$ cat src/rtl/booth_mul_seq.sv
// Sequential Booth multiplier with start/busy/done handshake, signed or unsigned operands.
// Define BOOTH_RADIX4_EN for radix-4 (modified Booth) recoding; radix-2 otherwise.
module booth_mul_seq #(
  parameter int WIDTH = 32
) (
  input  logic             clock,
  input  logic             reset_n,
  input  logic             start,
  input  logic             signed_mode,
  input  logic             abort,
  input  logic [WIDTH-1:0] multiplicand,
  input  logic [WIDTH-1:0] multiplier,
  output logic             busy,
  output logic             done,
  output logic [WIDTH-1:0] product_hi,
  output logic [WIDTH-1:0] product_lo
);

  localparam int XW = WIDTH + 2;
`ifdef BOOTH_RADIX4_EN
  localparam int AW = WIDTH + 3;
  localparam int N  = WIDTH / 2 + 1;
`else
  localparam int AW = WIDTH + 2;
  localparam int N  = WIDTH + 1;
`endif
  localparam int CW = $clog2(N);

  localparam logic [1:0] IDLE = 2'd0;
  localparam logic [1:0] RUN  = 2'd1;
  localparam logic [1:0] DONE = 2'd2;

  logic [1:0]       state_reg;
  logic [CW-1:0]    cnt_reg;
  logic [XW-1:0]    m_reg;
  logic [AW-1:0]    a_reg;
  logic [XW-1:0]    q_reg;
  logic             qm1_reg;
  logic [WIDTH-1:0] prod_hi_reg;
  logic [WIDTH-1:0] prod_lo_reg;

  logic [XW-1:0]      m_ext;
  logic [XW-1:0]      q_ext;
  logic [AW-1:0]      a_sum;
  logic [AW-1:0]      a_next;
  logic [XW-1:0]      q_next;
  logic               qm1_next;
  logic [2*WIDTH-1:0] prod_next;

  assign m_ext = {{2{signed_mode & multiplicand[WIDTH-1]}}, multiplicand};
  assign q_ext = {{2{signed_mode & multiplier[WIDTH-1]}}, multiplier};

`ifdef BOOTH_RADIX4_EN
  logic [AW-1:0] m_wide;
  logic [AW-1:0] m_dbl;

  assign m_wide = {m_reg[XW-1], m_reg};
  assign m_dbl  = {m_wide[AW-2:0], 1'b0};

  always_comb begin
    a_sum = a_reg;
    case ({q_reg[1:0], qm1_reg})
      3'b001, 3'b010: a_sum = a_reg + m_wide;
      3'b011:         a_sum = a_reg + m_dbl;
      3'b100:         a_sum = a_reg - m_dbl;
      3'b101, 3'b110: a_sum = a_reg - m_wide;
      default:        a_sum = a_reg;
    endcase
    a_next   = {{2{a_sum[AW-1]}}, a_sum[AW-1:2]};
    q_next   = {a_sum[1:0], q_reg[XW-1:2]};
    qm1_next = q_reg[1];
  end

  // All WIDTH+2 multiplier bits are consumed, so {A, Q} holds the product directly.
  assign prod_next = {a_next[WIDTH-3:0], q_next};
`else
  always_comb begin
    a_sum = a_reg;
    case ({q_reg[0], qm1_reg})
      2'b10:   a_sum = a_reg - m_reg;
      2'b01:   a_sum = a_reg + m_reg;
      default: a_sum = a_reg;
    endcase
    a_next   = {a_sum[AW-1], a_sum[AW-1:1]};
    q_next   = {a_sum[0], q_reg[XW-1:1]};
    qm1_next = q_reg[0];
  end

  // After WIDTH+1 steps Q[0] still holds an unconsumed extension bit; the product starts at Q[1].
  assign prod_next = {a_next[WIDTH-2:0], q_next[XW-1:1]};
`endif

  always_ff @(posedge clock or negedge reset_n) begin
    if (!reset_n) begin
      state_reg   <= IDLE;
      cnt_reg     <= '0;
      m_reg       <= '0;
      a_reg       <= '0;
      q_reg       <= '0;
      qm1_reg     <= 1'b0;
      prod_hi_reg <= '0;
      prod_lo_reg <= '0;
    end else begin
      case (state_reg)
        IDLE: begin
          if (start) begin
            state_reg <= RUN;
            cnt_reg   <= CW'(N - 1);
            m_reg     <= m_ext;
            a_reg     <= '0;
            q_reg     <= q_ext;
            qm1_reg   <= 1'b0;
          end
        end
        RUN: begin
          if (abort) begin
            state_reg <= IDLE;
          end else begin
            a_reg   <= a_next;
            q_reg   <= q_next;
            qm1_reg <= qm1_next;
            if (cnt_reg == '0) begin
              state_reg   <= DONE;
              prod_hi_reg <= prod_next[2*WIDTH-1:WIDTH];
              prod_lo_reg <= prod_next[WIDTH-1:0];
            end else begin
              cnt_reg <= cnt_reg - CW'(1);
            end
          end
        end
        DONE:    state_reg <= IDLE;
        default: state_reg <= IDLE;
      endcase
    end
  end

  assign busy       = (state_reg == RUN);
  assign done       = (state_reg == DONE);
  assign product_hi = prod_hi_reg;
  assign product_lo = prod_lo_reg;

endmodule

$ cat config.mk
export PLATFORM = sky130hd
export DESIGN_NAME = booth_mul_seq
export DESIGN_NICKNAME = d
export VERILOG_FILES = /design/src/rtl/booth_mul_seq.sv
export SDC_FILE = /design/constraint.sdc
export NUM_CORES = 1
export LEC_CHECK = 0
export CORE_ASPECT_RATIO = 0.8
export CORE_MARGIN = 4
export CORE_UTILIZATION = 55
export CTS_CLUSTER_SIZE = 40
export DETAILED_ROUTE_END_ITERATION = 10
export PLACE_DENSITY_LB_ADDON = 0.25
export SETUP_SLACK_MARGIN = 0.1
export SLEW_MARGIN = 30
export SYNTH_ARGS = -nofsm -noshare
export SYNTH_HDL_FRONTEND = slang
export SYNTH_SLANG_ARGS = --single-unit
export TNS_END_PERCENT = 10
$ cat constraint.sdc
create_clock -name clock -period 5.3 [get_ports clock]
set_input_delay 1.59 -clock clock [delete_from_list [all_inputs] [get_ports clock]]
set_output_delay 1.59 -clock clock [all_outputs]
set_load 0.05 [all_outputs]
[Word-level counts from Yosys, hierarchy flattened]
Index checks and enable logic that the tools add are counted.
Cells by class
  add/sub/neg operators: 3
  eq/ne operators: 8
  muxes and demuxes: 18
  bitwise logic cells: 3
  reduce and logical (&&, ||, !) cells: 8
Operators by type and width (count)
  one-hot mux 34 bit (2 select lines): 3
  2-to-1 mux 34 bit: 4
  adder 34 bit: 1
  subtractor 34 bit: 1
  2-to-1 mux 6 bit: 3
  one-hot mux 6 bit (2 select lines): 1
  logical NOT 6 bit: 1
  2-to-1 mux 2 bit: 3
  inequality test 2 bit (second input constant): 3
  AND reduction 3 bit: 2
  subtractor 6 x 1 -> 6 bit (second input constant): 1
  == test 2 x 1 -> 1 bit (second input constant): 2
  == test 2 bit (second input constant): 2
  one-hot mux 2 bit (2 select lines): 1
  AND reduction 2 bit: 2
  AND reduction 4 bit: 1
  inequality test 3 x 2 -> 1 bit (second input constant): 1
  bitwise AND 1 bit: 2
  logical NOT 2 bit: 1
  2-to-1 mux 1 bit: 2
  one-hot mux 1 bit (2 select lines): 1
  nonzero test 2 bit: 1
  NOT 1 bit: 1
Storage, ports and cells
  register bits after elaboration: 174
  input port bits: 69
  output and inout port bits: 66
  word-level logic and storage cells: 48

[Logic depth before layout (Yosys ltp)]
Gate-level depths: netlist (run 1).
  word-level depth: 4
  gate-level depth with buffers: 18

[Least setup slack after synthesis (run 1)]
Ideal clock, no wire load.
  path kind: reg-to-reg
  from: reg m_reg[8]
  to: reg a_reg[28]
  arrival: 4033 ps
  data required time: 5217 ps
  slack: 1184 ps
  stages on the path, launching flop included: 17
  buffers on the path: 0
  clock period less this slack: 4116 ps
  cell sequence: dfrtp_1 -> or4_4 -> or3_4 -> or3_1 -> nor3_1 -> a21oi_1 -> xor2_1 -> ha_1 -> a21o_1 -> a221oi_1 -> nand2_1 -> nand2_1 -> a41o_1 -> o221ai_1 -> and3_1 -> o31a_1 -> o21ai_0
Between the ends
  word-level cells in the longest chain between the ends: 4
  elaborated cells between the ends (all ways): 5
Ends and longest elaborated chain
  start, declared: line 35  | logic [XW-1:0] m_reg;
  start signal, assigned: line 109  | m_reg <= m_ext;
  adder 34 bit / subtractor 34 bit (equally long branches): line 81, 80
  one-hot mux 34 bit (2 select lines) (*): line 79  | case ({q_reg[0], qm1_reg})
  2-to-1 mux 34 bit (*): line 116  | if (abort) begin
  one-hot mux 34 bit (2 select lines) (*): line 104  | case (state_reg)
  end signal, assigned: line 119  | a_reg <= a_next;
  end, declared: line 36  | logic [AW-1:0] a_reg;
Every way passes the cells marked *; elsewhere a longest branch is shown, timed or not. The select of a mux whose other input is x is not followed.
A chain may end at the register's enable or synchronous reset.

[Worst setup path after layout (run 1)]
  from: reg m_reg[8]
  to: reg a_reg[32]
Same word-level chain as after synthesis.

==> run_results.csv, run 1 <==
group,metric,value,unit
setup_path,cp.required,5.63,ns
detailed_routing,drt.antenna.violating_nets,0,
power_and_ir_drop,cellLeakagePower,5.30,nW
cells_and_area,final_net_count,1337,
timing,grt_setup_unrepaired,"no",
power_and_ir_drop,p_clk_frac,0.146,
power_and_ir_drop,seq_power_share,0.272,
timing,post_route_skew,0.00813,ns
detailed_routing,detail_route.iter0.violations,662,
timing,timing.setup.tns,0,ns
floorplan,die_width,154,µm
timing,min_period,4.81,ns
placed_design,port_buffers,134,
global_route,grt_pass1_wl,40000,µm
yosys,ys_seq_area_frac,0.462,
global_route,final_global_route_overflow_total,0,
detailed_routing,routed_wire_length_per_instance,16.4,µm
clock_network,cts.sinks,173,
setup_path,slowest_stage_delay_on_critical_path,0.57,ns
yosys,synth_cell_type_count,57,
power_and_ir_drop,switching_share,0.486,
setup_path,critPathMaxFanout,7,
clock_network,h-tree-depth,4,
clock_network,post_cts_hold_buffers,0,
global_route,antenna_found_initial,0,
setup_path,worst_setup_path_start_kind,"register",
timing,timing.final.hold_violations,0,
placed_design,placement.cell_area,0.0109,mm²
cells_and_area,diodes,0,
floorplan,design.core.area,0.0167,mm²
detailed_routing,highest_signal_layer_in_the_routed_design,"met4",
setup_path,startpoint,"m_reg[8]$_DFFE_PN0P_",
setup_path,critPathArrivalTime,5.13,ns
yosys,synth-edff-count,0,
detailed_routing,drc_errors,0,
detailed_routing,routed_wl,23900,µm
clock_network,clock_latency,0.43,ns
yosys,post_synth.cell_area_avg,8.38,µm²
timing,tightestPinTransition,0.964,ns
detailed_routing,drt-met1-wl,11000,µm
yosys,post_synth_instance_area,0.00938,mm²
flow_run,timing.max_cap.violations,0,
timing,min_period_over_period,0.907,
cells_and_area,cell_count_final_fillers_out,1463,
power_and_ir_drop,switchingPower,4.06,mW
clock_network,reg_clk_slew_reported_paths,0.07,ns
power_and_ir_drop,irDropWorstVdd,0.000368,V
global_route,grt_max_degree,110,
cells_and_area,largest_register_ff_count,34,
cells_and_area,fillers,1334,
timing,finalHoldWorstSlack,0.477,ns
cells_and_area,final_area,0.0115,mm²
setup_path,worstSetupPathType,"reg2reg",
timing,maxClockFrequency,208,MHz
floorplan,start_util,0.563,
setup_path,endpoint_kind,"register",
detailed_routing,routed_via_density,5.64,
yosys,synthesis.yosys.warnings,0,
detailed_routing,detailroute.via_count,8258,
cells_and_area,layout-area-overhead-vs-synth,22.6,%
power_and_ir_drop,power.combinational.fraction,0.582,
worst_hold_path,worst_hold_path_type,"reg2reg",
timing,finalSetupViolations,0,
floorplan,design.portCount,135,
setup_path,path_delay_family,"simple AND/OR/NAND/NOR gates",
floorplan,die_y,125,µm
clock_network,cts_bufs_inserted,17,
power_and_ir_drop,power_density,727,mW/mm²
clock_network,post_cts.repair.setup_buffers,0,
setup_path,cp_num_buf_inv,0,
cells_and_area,ratio_of_cells_with_drive_above_1_in_the_final_layout,0.0499,
setup_path,cpMaxStageDelayCell,"sky130_fd_sc_hd__or4_4",
clock_network,clk_path_buf_depth,2,
setup_path,worstPathCellList,"or4_4 > or3_4 > or3_1 > nor3_1 > a21oi_1 > xor2_1 > ha_1 > and4_1 > and3_1 > o2111ai_1 > a41o_1 > o22ai_1 > a211oi_1 > xnor2_1 > o32ai_1",
detailed_routing,detail_route.first_pass.iterations,5,
timing,max-slew-margin-rel,0.353,
detailed_routing,wl_met3,1190,µm
yosys,synth_fp_nets,1226,
clock_network,cts_resized,0,
yosys,yosys_register_bits,173,
timing,drv_slew,0,
yosys,most_used_dff_post_synth,"sky130_fd_sc_hd__dfrtp_1",
yosys,synthCells,1119,
power_and_ir_drop,internal-power,4.30,mW
placed_design,place_congestion,0.930,
worst_hold_path,hold_start,"product_lo[12]$_DFFE_PN0P_",
global_route,number_of_global_route_vias_before_repair,7918,
clock_network,cts_root_buffer,"sky130_fd_sc_hd__clkbuf_16",
placed_design,numPlacedInstances,1430,
placed_design,post-dp-hpwl,16500,µm
floorplan,std_cell_rows,42,
yosys,synth_async_sr_flop_share,1.00,
run_status,outcome,"finished, final reports clean",
floorplan,dieArea,0.0192,mm²
detailed_routing,route.met2.wl,11200,µm
global_route,groute.usage.overall,0.253,
setup_path,rr_startpoint,"m_reg[8]$_DFFE_PN0P_",
clock_network,tritoncts_clock_tree,"yes",
[Yosys cell counts, drive strengths merged, types with 9 or more instances]
cell type / n / area [µm²]
xnor2: 17 / 149
dfrtp: 173 / 4330
nor2: 80 / 300
a21oi: 53 / 269
ha: 37 / 463
xor2: 41 / 359
nand2: 352 / 1320
nand3: 20 / 100
o21ai: 79 / 395
nand2b: 12 / 75.1
nor3: 15 / 86.3
inv: 18 / 67.6
and3: 9 / 61.3
clkbuf: 50 / 188
a31oi: 39 / 244
[cells by family (layout without fill, tap and decap cells)]
logic type	count (synthesis)	in the layout	synth area share
fa+ha+maj	38	38	0.0515
buf+inv	75	199	0.0302
xor+xnor	58	58	0.0542
flops	173	173	0.462
simple gates	526	526	0.235
mux	11	11	0.0124
compound gates	238	238	0.155
[power by group through the flow]
| stage | registers, mW | logic, mW | clock network (mW) |
|---|---|---|---|
| after floorplan | 2.83 | 2.91 | 0 |
| after global routing | 2.34 | 5.38 | 1.29 |
| after detailed placement | 2.28 | 4.80 | 0 |
| after global placement | 2.27 | 4.74 | 0 |
| final | 2.28 | 4.87 | 1.22 |
| after CTS | 2.27 | 4.84 | 1.24 |
[cell type report]
cell class                 instances  area, µm²  area share
tap                              220        275      0.0239
inverter                          20       75.1     0.00653
clock inverter                    14        140      0.0122
sequential                       173       4330       0.377
clock buffer                      18        429      0.0373
timing repair buffer             147       1470       0.128
multi-input combinational        871       4770       0.415
[cells in the final DEF, fill, tap and decap left out, types with 5 or more instances in the layout]
master                            netlist  layout
sky130_fd_sc_hd__nor2b_1                6       6
sky130_fd_sc_hd__xor2_1                41      41
sky130_fd_sc_hd__ha_1                  37      37
sky130_fd_sc_hd__buf_4                  0      12
sky130_fd_sc_hd__nand2_1              352     351
sky130_fd_sc_hd__nor3_1                14      14
sky130_fd_sc_hd__a21o_1                 8       8
sky130_fd_sc_hd__clkinvlp_4             0       5
sky130_fd_sc_hd__o211ai_1               7       7
sky130_fd_sc_hd__a22o_1                 7       7
sky130_fd_sc_hd__clkdlybuf4s50_1        0     132
sky130_fd_sc_hd__clkbuf_16              0      17
sky130_fd_sc_hd__mux2i_1                6       6
sky130_fd_sc_hd__nor4_1                 5       5
sky130_fd_sc_hd__nor2_1                80      79
sky130_fd_sc_hd__inv_1                 18      18
sky130_fd_sc_hd__nor3b_1                6       6
sky130_fd_sc_hd__a211oi_1               7       7
sky130_fd_sc_hd__nand2b_1              12      12
sky130_fd_sc_hd__a21oi_1               52      52
sky130_fd_sc_hd__o21a_1                 5       5
sky130_fd_sc_hd__and3_1                 8       8
sky130_fd_sc_hd__a31oi_1               39      39
sky130_fd_sc_hd__o21ai_0               79      79
sky130_fd_sc_hd__nand3_1               20      20
sky130_fd_sc_hd__mux2_2                 5       5
sky130_fd_sc_hd__dfrtp_1              173     173
sky130_fd_sc_hd__and2_1                 8       8
sky130_fd_sc_hd__xnor2_1               17      17
[worst paths after layout]
kind / endpoint / slack, ns / cells past startpoint
min in group asynchronous: m_reg[1]$_DFFE_PN0P_ / 1.11 / 1
max reg2reg: a_reg[32]$_DFFE_PN0P_ / 0.49 / 15
max in group asynchronous: cnt_reg[1]$_DFFE_PN0P_ / 3.16 / 3
min reg2reg: product_lo[12]$_DFFE_PN0P_ / 0.48 / 2
min: product_lo[12]$_DFFE_PN0P_ / 0.48 / 2
max: a_reg[32]$_DFFE_PN0P_ / 0.49 / 15
[stage by stage]
stage	setup WS, ns	util	total power, mW
2_1_floorplan	1.18	-	5.74
3_3_place_gp	0.736	0.654	7.02
3_5_place_dp	0.580	0.654	7.08
4_1_cts	0.550	0.688	8.35
5_1_grt	0.160	0.690	9.02
6_report	0.493	0.690	8.36
[metal layers]
| metal | GRT usage | up-vias |
|---|---|---|
| met2 | 0.401 | 271 |
| li1 | - | 4016 |
| met1 | 0.359 | 3930 |
| met3 | 0.0458 | 41 |
| met5 | 0 | - |
| met4 | 0.0711 | 0 |
[worst register-to-register path, delay by kind of cell, from the launching register on]
kind	cells	cell delay (ns)
AND/OR/NAND/NOR	6	2.14
adder cells (fa/ha/maj)	1	0.39
AO/OA/AOI/OAI	6	1.44
flip-flops	1	0.41
XOR/XNOR	2	0.32
No activity file was read; power rests on OpenSTA's default activity.
==> run 2, diff against run 1 <==
Settings changed: GPL_TIMING_DRIVEN set to 0, MAX_ROUTING_LAYER set to met4.
==> run 2 against run 1 <==
  * Count of clock-buffer cells in the layout down 1
  * Clock skew up 0.0034 ns
  * Via count up 5.2%
  * Die area unchanged
  * Non-clock buffer count up 44
  * First-iteration DRC count up 16%
  * Routed wire length up 12%
  * Largest cell class unchanged
  * Highest routed layer unchanged
==> run_results.csv, run 2 (synthesized netlist as in run 1, its figures left out) <==
group,metric,value,unit
floorplan,dieArea,0.0192,mm²
timing,max-slew-margin-rel,0.476,
detailed_routing,detail_route.iter0.violations,769,
timing,drv_slew,0,
floorplan,design.core.area,0.0167,mm²
floorplan,std_cell_rows,42,
timing,grt_setup_unrepaired,"no",
global_route,grt_pass1_wl,43100,µm
cells_and_area,layout.cells.most_common_list,"sky130_fd_sc_hd__nand2_1, sky130_fd_sc_hd__dfrtp_1, sky130_fd_sc_hd__clkdlybuf4s50_1",
global_route,grt_max_degree,80,
placed_design,post-dp-hpwl,19800,µm
detailed_routing,routed_wire_length_per_instance,17.7,µm
setup_path,worstSetupPathType,"reg2reg",
clock_network,cts.sinks,173,
cells_and_area,layout-area-overhead-vs-synth,24.0,%
power_and_ir_drop,total_power,8.55,mW
clock_network,h-tree-depth,4,
setup_path,r2r_slack,0.33,ns
global_route,number_of_global_route_vias_before_repair,8309,
cells_and_area,largest_register_ff_count,34,
detailed_routing,detailroute.via_count,8691,
floorplan,start_util,0.563,
clock_network,cts_root_buffer,"sky130_fd_sc_hd__clkbuf_16",
power_and_ir_drop,switchingPower,4.27,mW
detailed_routing,detail_route.first_pass.iterations,5,
setup_path,critPathArrivalTime,5.30,ns
setup_path,worst_setup_path_start_kind,"register",
clock_network,tritoncts_clock_tree,"yes",
placed_design,place_congestion,0.977,
setup_path,endpoint_kind,"register",
timing,min_period_over_period,0.938,
placed_design,port_buffers,134,
clock_network,clock_latency,0.44,ns
setup_path,critPathMaxFanout,7,
timing,min_period,4.97,ns
global_route,antenna_found_initial,0,
clock_network,reg_clk_slew_reported_paths,0.08,ns
cells_and_area,diodes,0,
global_route,final_global_route_overflow_total,0,
clock_network,cts_bufs_inserted,17,
detailed_routing,drt.antenna.violating_nets,0,
detailed_routing,routed_wl,26700,µm
worst_hold_path,worst_hold_path_type,"reg2reg",
power_and_ir_drop,irDropWorstVdd,0.000363,V
power_and_ir_drop,cellLeakagePower,5.33,nW
timing,timing.final.hold_violations,0,
timing,timing.setup.tns,0,ns
run_status,outcome,"finished, final reports clean",
power_and_ir_drop,power.combinational.fraction,0.588,
power_and_ir_drop,internal-power,4.28,mW
timing,post_route_skew,0.0116,ns
power_and_ir_drop,switching_share,0.499,
power_and_ir_drop,p_clk_frac,0.144,
timing,tightestPinTransition,0.786,ns
cells_and_area,final_net_count,1381,
detailed_routing,routed_via_density,5.77,
clock_network,clk_path_buf_depth,2,
setup_path,cp.required,5.63,ns
floorplan,die_width,154,µm
detailed_routing,drc_errors,0,
floorplan,design.portCount,135,
floorplan,die_y,125,µm
flow_run,timing.max_cap.violations,0,
global_route,groute.usage.overall,0.285,
cells_and_area,ratio_of_cells_with_drive_above_1_in_the_final_layout,0.0396,
timing,finalSetupViolations,0,
power_and_ir_drop,seq_power_share,0.267,
power_and_ir_drop,power_density,735,mW/mm²
cells_and_area,most_common_cell_after_layout_fill_and_taps_aside,"sky130_fd_sc_hd__nand2_1",
timing,maxClockFrequency,201,MHz
[run 2: metrics by stage]
step           setup slack [ns]  hold WS (ns)   util  cells  cell area (µm²)
3_3_place_gp              -4.40         0.458  0.660   1473            11000
3_5_place_dp              0.369         0.463  0.663   1475            11100
4_1_cts                   0.326         0.481  0.698   1507            11600
6_report                  0.329         0.475  0.698   1507            11600
2_1_floorplan              1.18         0.453      -   1119             9380
5_1_grt                   0.102         0.501  0.698   1507            11600
[run 2: critical path: stages, from the launching register on]
cell	delay, ns
sky130_fd_sc_hd__dfrtp_1	0.42
sky130_fd_sc_hd__or4_4	0.57
sky130_fd_sc_hd__or3_4	0.37
sky130_fd_sc_hd__or3_1	0.41
sky130_fd_sc_hd__nor3_1	0.35
sky130_fd_sc_hd__a21oi_1	0.15
sky130_fd_sc_hd__xor2_1	0.17
sky130_fd_sc_hd__ha_1	0.39
sky130_fd_sc_hd__and4_1	0.27
sky130_fd_sc_hd__and3_1	0.22
sky130_fd_sc_hd__o2111ai_1	0.26
sky130_fd_sc_hd__a41o_1	0.38
sky130_fd_sc_hd__o22ai_1	0.35
sky130_fd_sc_hd__a211oi_1	0.15
sky130_fd_sc_hd__xnor2_1	0.15
sky130_fd_sc_hd__o32ai_1	0.24
[run 2: area by class of cell]
type | instances | area, µm²
Buffer | 55 | 208
Clock buffer | 17 | 425
Timing Repair Buffer | 136 | 1400
Fill cell | 1358 | 5030
Multi-Input combinational cell | 871 | 4770
Inverter | 20 | 75.1
Tap cell | 220 | 275
Sequential cell | 173 | 4330
Clock inverter | 15 | 145
[run 2: what timing repair did]
action,4_1_cts,5_1_grt
gates resized for setup,0,1
hold buffers,0,0
endpoints found under the setup margin,0,2
buffers inserted,0,0
[run 2: power by group through the flow]
stage / combinational [mW] / clock (mW) / sequential, mW
2_1_floorplan: 2.91 / 0 / 2.83
3_3_place_gp: 4.83 / 0 / 2.27
3_5_place_dp: 4.92 / 0 / 2.29
4_1_cts: 4.97 / 1.24 / 2.28
5_1_grt: 5.47 / 1.30 / 2.35
6_report: 5.03 / 1.23 / 2.29
[run 2: final timing paths]
check	startpoint	to	cells after the start
max	m_reg[8]$_DFFE_PN0P_	a_reg[32]$_DFFE_PN0P_	15
min	product_lo[22]$_DFFE_PN0P_	product_lo[22]$_DFFE_PN0P_	2
max reg2reg	m_reg[8]$_DFFE_PN0P_	a_reg[32]$_DFFE_PN0P_	15
min reg2reg	product_lo[22]$_DFFE_PN0P_	product_lo[22]$_DFFE_PN0P_	2
max in group asynchronous	reset_n	q_reg[6]$_DFFE_PN0P_	3
min in group asynchronous	reset_n	m_reg[2]$_DFFE_PN0P_	1
[run 2: per-layer routing]
layer	track usage	part of all wire	vias up
met1	0.412	0.45	4156
met4	0.0987	0.028	0
li1	-	-	4110
met2	0.416	0.45	363
met5	-	0	-
met3	0.0375	0.073	62
